## src/rtl/rf_pkg.sv

```systemverilog
// Shared defaults and helpers for the parametrised register file with pending-write scoreboard.
package rf_pkg;

  localparam int unsigned RF_DATA_W    = 32;
  localparam int unsigned RF_NREGS     = 32;
  localparam int unsigned RF_NRD       = 2;
  localparam int unsigned RF_ZERO_ADDR = 0;

  // Address width for a register count; at least one bit so a 1-entry file still elaborates.
  function automatic int unsigned rf_aw(input int unsigned nregs);
    return (nregs > 1) ? $clog2(nregs) : 1;
  endfunction

endpackage

```

## src/rtl/regfile_scoreboard_if.sv

```systemverilog
// Bundle of writeback, issue and read signals between the PE controller and the register file.
interface regfile_scoreboard_if #(
  parameter int unsigned DATA_W = rf_pkg::RF_DATA_W,
  parameter int unsigned NREGS  = rf_pkg::RF_NREGS,
  parameter int unsigned NRD    = rf_pkg::RF_NRD
);

  localparam int unsigned AW = rf_pkg::rf_aw(NREGS);

  logic                  wr_en;
  logic [AW-1:0]         wr_addr;
  logic [DATA_W-1:0]     wr_data;
  logic                  iss_en;
  logic [AW-1:0]         iss_rd;
  logic                  rd_en;
  logic [NRD*AW-1:0]     rs_addr;
  logic [NRD*DATA_W-1:0] rd_data;
  logic                  rd_valid;
  logic [NRD-1:0]        rs_hazard;
  logic [NREGS-1:0]      busy_vec;

  modport master (
    output wr_en, wr_addr, wr_data, iss_en, iss_rd, rd_en, rs_addr,
    input  rd_data, rd_valid, rs_hazard, busy_vec
  );

  modport slave (
    input  wr_en, wr_addr, wr_data, iss_en, iss_rd, rd_en, rs_addr,
    output rd_data, rd_valid, rs_hazard, busy_vec
  );

endinterface

```

## src/rtl/rf_read_port.sv

```systemverilog
// One read port: x0 masking, write-to-read bypass, hazard term and the registered output.
module rf_read_port
  import rf_pkg::*;
#(
  parameter int unsigned DATA_W   = RF_DATA_W,
  parameter int unsigned AW       = 5,
  parameter bit          ZERO_REG = 1'b1,
  parameter bit          BYPASS   = 1'b1
) (
  input  logic              clk_i,
  input  logic              rst_ni,
  input  logic              rd_en_i,
  input  logic [AW-1:0]     rs_addr_i,
  input  logic [DATA_W-1:0] reg_data_i,
  input  logic              busy_i,
  input  logic              wr_en_i,
  input  logic [AW-1:0]     wr_addr_i,
  input  logic [DATA_W-1:0] wr_data_i,
  output logic              hazard_o,
  output logic [DATA_W-1:0] rd_data_o
);

  logic              is_zero;
  logic              fwd;
  logic [DATA_W-1:0] src;
  logic [DATA_W-1:0] rd_data_d, rd_data_q;

  always_comb begin
    is_zero = ZERO_REG && (rs_addr_i == AW'(RF_ZERO_ADDR));
    fwd     = BYPASS && wr_en_i && (wr_addr_i == rs_addr_i);
    // x0 masking comes first, which also hides a dropped write to x0 from the bypass path.
    if (is_zero) begin
      src = '0;
    end else if (fwd) begin
      src = wr_data_i;
    end else begin
      src = reg_data_i;
    end
    hazard_o  = busy_i & ~fwd;
    rd_data_d = rd_en_i ? src : rd_data_q;
  end

  always_ff @(posedge clk_i or negedge rst_ni) begin
    if (!rst_ni) begin
      rd_data_q <= '0;
    end else begin
      rd_data_q <= rd_data_d;
    end
  end

  assign rd_data_o = rd_data_q;

endmodule

```

## src/rtl/regfile_scoreboard.sv

```systemverilog
// Parametrised GPR file with NRD registered read ports and a per-register pending-write scoreboard.
module regfile_scoreboard
  import rf_pkg::*;
#(
  parameter int unsigned DATA_W   = RF_DATA_W,
  parameter int unsigned NREGS    = RF_NREGS,
  parameter int unsigned NRD      = RF_NRD,
  parameter bit          ZERO_REG = 1'b1,
  parameter bit          BYPASS   = 1'b1
) (
  input  logic                 clk,
  input  logic                 reset,
  regfile_scoreboard_if.slave  bus
);

  localparam int unsigned AW = rf_aw(NREGS);

  logic [DATA_W-1:0] regs_q [NREGS];
  logic [DATA_W-1:0] regs_d [NREGS];
  logic [NREGS-1:0]  busy_q, busy_d;
  logic              rd_valid_q, rd_valid_d;
  logic [NRD-1:0]    hazard;
  logic              wr_drop;

  assign wr_drop = ZERO_REG && (bus.wr_addr == AW'(RF_ZERO_ADDR));

  always_comb begin
    regs_d = regs_q;
    if (bus.wr_en && !wr_drop) begin
      regs_d[bus.wr_addr] = bus.wr_data;
    end
  end

  // A new issue wins over a writeback to the same register in the same cycle.
  always_comb begin
    busy_d = busy_q;
    for (int unsigned a = 0; a < NREGS; a++) begin
      if (bus.iss_en && (bus.iss_rd == AW'(a))) begin
        busy_d[a] = 1'b1;
      end else if (bus.wr_en && (bus.wr_addr == AW'(a))) begin
        busy_d[a] = 1'b0;
      end
    end
    if (ZERO_REG) begin
      busy_d[RF_ZERO_ADDR] = 1'b0;
    end
  end

  always_comb begin
    rd_valid_d = bus.rd_en & ~|hazard;
  end

  always_ff @(posedge clk or negedge reset) begin
    if (!reset) begin
      for (int unsigned i = 0; i < NREGS; i++) begin
        regs_q[i] <= '0;
      end
      busy_q     <= '0;
      rd_valid_q <= 1'b0;
    end else begin
      regs_q     <= regs_d;
      busy_q     <= busy_d;
      rd_valid_q <= rd_valid_d;
    end
  end

  for (genvar p = 0; p < NRD; p++) begin : g_rd_port
    logic [AW-1:0] addr;
    assign addr = bus.rs_addr[p*AW +: AW];

    rf_read_port #(
      .DATA_W   (DATA_W),
      .AW       (AW),
      .ZERO_REG (ZERO_REG),
      .BYPASS   (BYPASS)
    ) u_rd_port (
      .clk_i      (clk),
      .rst_ni     (reset),
      .rd_en_i    (bus.rd_en),
      .rs_addr_i  (addr),
      .reg_data_i (regs_q[addr]),
      .busy_i     (busy_q[addr]),
      .wr_en_i    (bus.wr_en),
      .wr_addr_i  (bus.wr_addr),
      .wr_data_i  (bus.wr_data),
      .hazard_o   (hazard[p]),
      .rd_data_o  (bus.rd_data[p*DATA_W +: DATA_W])
    );
  end

  assign bus.rs_hazard = hazard;
  assign bus.rd_valid  = rd_valid_q;
  assign bus.busy_vec  = busy_q;

endmodule
```

## src/flat_wrapper.sv

```systemverilog
// flat-port wrapper written by rule: the top's interface ports become plain ports
module regfile_scoreboard_flat import rf_pkg::*;
#(
  parameter int unsigned DATA_W   = RF_DATA_W,
  parameter int unsigned NREGS    = RF_NREGS,
  parameter int unsigned NRD      = RF_NRD,
  parameter bit          ZERO_REG = 1'b1,
  parameter bit          BYPASS   = 1'b1
)
  (clk, reset, bus_wr_en, bus_wr_addr, bus_wr_data, bus_iss_en, bus_iss_rd, bus_rd_en, bus_rs_addr, bus_rd_data, bus_rd_valid, bus_rs_hazard, bus_busy_vec);
  regfile_scoreboard_if #(.DATA_W(DATA_W), .NREGS(NREGS), .NRD(NRD)) bus_i ();
  input  logic clk;
  input  logic reset;
  input wire logic [$bits(bus_i.wr_en)-1:0] bus_wr_en;
  input wire logic [$bits(bus_i.wr_addr)-1:0] bus_wr_addr;
  input wire logic [$bits(bus_i.wr_data)-1:0] bus_wr_data;
  input wire logic [$bits(bus_i.iss_en)-1:0] bus_iss_en;
  input wire logic [$bits(bus_i.iss_rd)-1:0] bus_iss_rd;
  input wire logic [$bits(bus_i.rd_en)-1:0] bus_rd_en;
  input wire logic [$bits(bus_i.rs_addr)-1:0] bus_rs_addr;
  output wire logic [$bits(bus_i.rd_data)-1:0] bus_rd_data;
  output wire logic [$bits(bus_i.rd_valid)-1:0] bus_rd_valid;
  output wire logic [$bits(bus_i.rs_hazard)-1:0] bus_rs_hazard;
  output wire logic [$bits(bus_i.busy_vec)-1:0] bus_busy_vec;
  assign bus_i.wr_en = bus_wr_en;
  assign bus_i.wr_addr = bus_wr_addr;
  assign bus_i.wr_data = bus_wr_data;
  assign bus_i.iss_en = bus_iss_en;
  assign bus_i.iss_rd = bus_iss_rd;
  assign bus_i.rd_en = bus_rd_en;
  assign bus_i.rs_addr = bus_rs_addr;
  assign bus_rd_data = bus_i.rd_data;
  assign bus_rd_valid = bus_i.rd_valid;
  assign bus_rs_hazard = bus_i.rs_hazard;
  assign bus_busy_vec = bus_i.busy_vec;
  regfile_scoreboard #(.DATA_W(DATA_W), .NREGS(NREGS), .NRD(NRD), .ZERO_REG(ZERO_REG), .BYPASS(BYPASS)) u_core (.clk(clk), .reset(reset), .bus(bus_i));
endmodule
```

## config.mk

```make
export PLATFORM = sky130hd
export DESIGN_NAME = regfile_scoreboard_flat
export DESIGN_NICKNAME = d
export VERILOG_FILES = /design/src/rtl/rf_pkg.sv /design/src/rtl/regfile_scoreboard_if.sv /design/src/rtl/rf_read_port.sv /design/src/rtl/regfile_scoreboard.sv /design/src/flat_wrapper.sv
export SDC_FILE = /design/constraint.sdc
export NUM_CORES = 2
export LEC_CHECK = 0
export ABC_AREA = 1
export CORE_UTILIZATION = 30
export DETAILED_ROUTE_END_ITERATION = 8
export SLEW_MARGIN = 0
export SYNTH_ARGS = -nofsm -noshare
export SYNTH_HDL_FRONTEND = slang
export SYNTH_HIERARCHICAL = 1
export SYNTH_SLANG_ARGS = --single-unit
```

## constraint.sdc

```tcl
create_clock -name clk -period 3.5 [get_ports clk]
set_input_delay 0.7 -clock clk [delete_from_list [all_inputs] [get_ports clk]]
set_output_delay 0.7 -clock clk [all_outputs]
set_load 0.02 [all_outputs]
```

==> impl_results.md <==
* Via count at 63935
* Via/cell ratio at 5.450
* # fillers at 21954
* Initial antenna violation count at 1
* Initial drt markers at 8415
* Avg WL per Cell at 22.10 µm
* Total wire length at 259200 µm
* Final Cell Area at 70750 µm²
* Initial Util at 30.26%
* Setup Skew at 0.03465 ns
* Pin count of the biggest net entering global routing at 150
* CTS Buf Count at 118
* Max_cap viols at 0
* Die Ht at 459.7 µm
* Worst VDD drop at 495.1 µV
* Startpoint Class: register
* Register area at 28030 µm²
* Mapped Cells at 9205
* FP Rows at 167
* Final Setup Violations at 0
* Ports at 156
* Clock Tree Buf Depth at 3
* Core Area at 207700 µm²
* Status: complete, no violations
* Period utilization at 95.13%
* GPL Wtd Cong at 0.9440
* Slowest Stage Delay on Critical Path at 0.61 ns
* Placement Setup Slack at 0.3075 ns
* GRT Overall Usage at 23.97%
* # DRC at 0
* Worst hold path depth at 0
* Routed Antenna Nets at 0
* CTS tree: built
* Latest clock arrival within the worst-skew pair at 0.77 ns
* Leak at 33.68 nW
* WP data arrival at 2.63 ns
* Syn Nets at 9262
* Dpl hpwl at 143000 µm
* Worst-path fanout max at 3
* H-Tree Depth at 3
* CP max-delay cell: clkdlybuf4s50_1
* Dpl cells at 11511
* Worst hold path type: reg2reg
* Sink Count at 1120
* RSZ-0062 raised after global routing: false
* Hold Worst Slack at 0.3997 ns
* Die area at 211300 µm²
* PwrDens at 548.3 nW/µm²
* Cts repair resizes at 0
* Peak Freq at 300.4 MHz
* Crit path kind: reg2out
* Layout Cells excl Fill at 11732
* Synthesized cell area at 62850 µm²
* Cell chosen for the clock root: clkbuf_16
* Sequential-to-total area share from yosys stat at 44.59%
* Proportion of layout cells with a drive suffix above 1 at 5.244%
* Vias in the first global route at 61056
* Crit path top cell by count: nand2_1
* Die X at 459.7 µm
* Total Power at 38.79 mW
* Final nets at 8901
* CP endpoint kind: primary output
* Tightest slew margin relative to the limit at 29.60%
* Port Buffers at 154
* First-pass GRT wire length at 389100 µm
* Count of final hold-check violations at 0
* DP Area at 66650 µm²
* Fin worst setup slack at 0.1706 ns
* Final min period at 3.329 ns
* Syn Area/Cell at 6.828 µm²
* Ant. Diodes at 0
* Slew Limit Fails at 0
* Worst-path clk slew at 0.06 ns
* TNS Setup at 0 ns
* Worst-path cell chain: inv_1, nand2_1, nand3_1, nand3_1, nand3_1, nand2_1, nand2_1, nand2_1, nand2_1, inv_2, clkdlybuf4s50_1
* Count of cell types in the netlist at 26
* Worst-Margin Slew at 1.055 ns
* Final Core Density at 34.06%
* Cell count of the worst reg-to-reg path at 12
* Worst Path Required at 2.80 ns
* Area taken by multi-input logic gates at 30120 µm²
* Yosys warnings at 6
* DRT Pass-1 Iters at 8
* Grt ovf at 0
* Yosys reg bits at 1120
* P&R area growth vs syn at 12.56%
==> per-layer routing <==
layer	vias to the layer above	GRT usage, %	part of all wire (%)
li1	28906	-	-
met1	30573	29.12	38
met2	3584	39.76	46
met3	870	3.223	8.5
met4	2	15.62	7.1
met5	-	0	0.0031
==> report_power, final <==
| part | internal [mW] | switching (mW) |
|---|---|---|
| sequential | 15.3 | 2.02 |
| combinational | 2.95 | 5.04 |
| clock | 7.82 | 5.67 |
==> registers in the layout (all words and copies together) (netlist names) <==
| signal | flops |
|---|---|
| u_core/g_rd_port.u_rd_port/rd_data_o | 64 |
| u_core/bus.busy_vec | 31 |
| u_core/regs_q | 1024 |
| u_core/bus.rd_valid | 1 |
==> path summary, 6_finish.rpt <==
path	start	endpoint	slack, ns
min in group asynchronous	reset	u_core/regs_q[551]	0.50
min	u_core/regs_q[1010]	u_core/regs_q[1010]	0.40
max reg2reg	u_core/regs_q[848]	u_core/g_rd_port[0].u_rd_port/rd_data_o[16]	1.69
max in group asynchronous	reset	u_core/regs_q[910]	1.84
min reg2reg	u_core/regs_q[1010]	u_core/regs_q[1010]	0.40
max	u_core/bus.busy_vec[7]	bus_rs_hazard[1]	0.17
==> kinds of logic (layout without fill, tap and decap cells) <==
logic type | after synthesis | in the layout | share of synthesized area, %
flops | 1120 | 1120 | 44.59
compound gates | 1025 | 1025 | 8.333
buf+inv | 1070 | 809 | 7.614
other cells | 1 | 1 | 0.005966
simple gates | 5989 | 5989 | 39.46
==> cells in the mapped netlist <==
library cell | count | area share [%]
nand2_1 | 4199 | 25
nand3_4 | 2 | 0.056
buf_8 | 1 | 0.024
buf_2 | 311 | 2.5
or2_2 | 1 | 0.010
buf_1 | 91 | 0.54
o31ai_1 | 1 | 0.012
conb_1 | 1 | 0.0060
clkbuf_1 | 362 | 2.2
inv_2 | 12 | 0.072
nand4_1 | 64 | 0.64
nor3_1 | 1 | 0.0080
inv_1 | 222 | 1.3
nor2_4 | 7 | 0.13
nor2_1 | 60 | 0.36
dfrtp_1 | 1120 | 45
o21ai_1 | 8 | 0.064
inv_4 | 2 | 0.020
clkinv_1 | 2 | 0.012
nand2_2 | 1 | 0.010
a22o_1 | 28 | 0.39
nand3_1 | 1653 | 13
o21ai_0 | 988 | 7.9
buf_6 | 30 | 0.54
buf_4 | 37 | 0.44
nor3b_1 | 1 | 0.012
==> placed cells by master (no fill, tap or decap), types with 2 or more instances in the layout <==
master	instances
nand2_1	4185
nand3_1	1653
dfrtp_1	1120
o21ai_0	988
inv_1	201
clkdlybuf4s50_1	143
clkbuf_16	120
buf_4	115
buf_12	83
nand4_1	64
nor2_1	60
clkinv_2	35
clkbuf_8	29
a22o_1	28
inv_2	27
clkbuf_1	18
bufinv_16	13
nand2_4	8
o21ai_1	8
nor2_4	7
nand2_2	7
inv_6	6
buf_8	5
clkinvlp_4	2
buf_6	2
buf_2	2
inv_16	2
inv_8	2
clkinv_1	2
nand3_4	2
==> cell type report <==
cell class / count / area share (%)
clock inverter: 53 / 0.8789
timing repair buffer: 351 / 5.758
multi-input combinational: 7015 / 42.57
inverter: 238 / 1.348
sequential: 1120 / 39.61
clock buffer: 167 / 4.904
tap: 2788 / 4.931
==> critical path, delay by kind of cell (launching register included) <==
| kind | cells | cell delay (ns) |
|---|---|---|
| buffers and inverters | 3 | 0.77 |
| flip-flops | 1 | 0.45 |
| AND/OR/NAND/NOR | 8 | 0.67 |
==> repair_timing <==
action	4_1_cts	5_1_grt
buffers inserted	0	0
hold buffers	1	0
hold endpoints to repair	24	0
No activity file was read; power rests on OpenSTA's default activity.
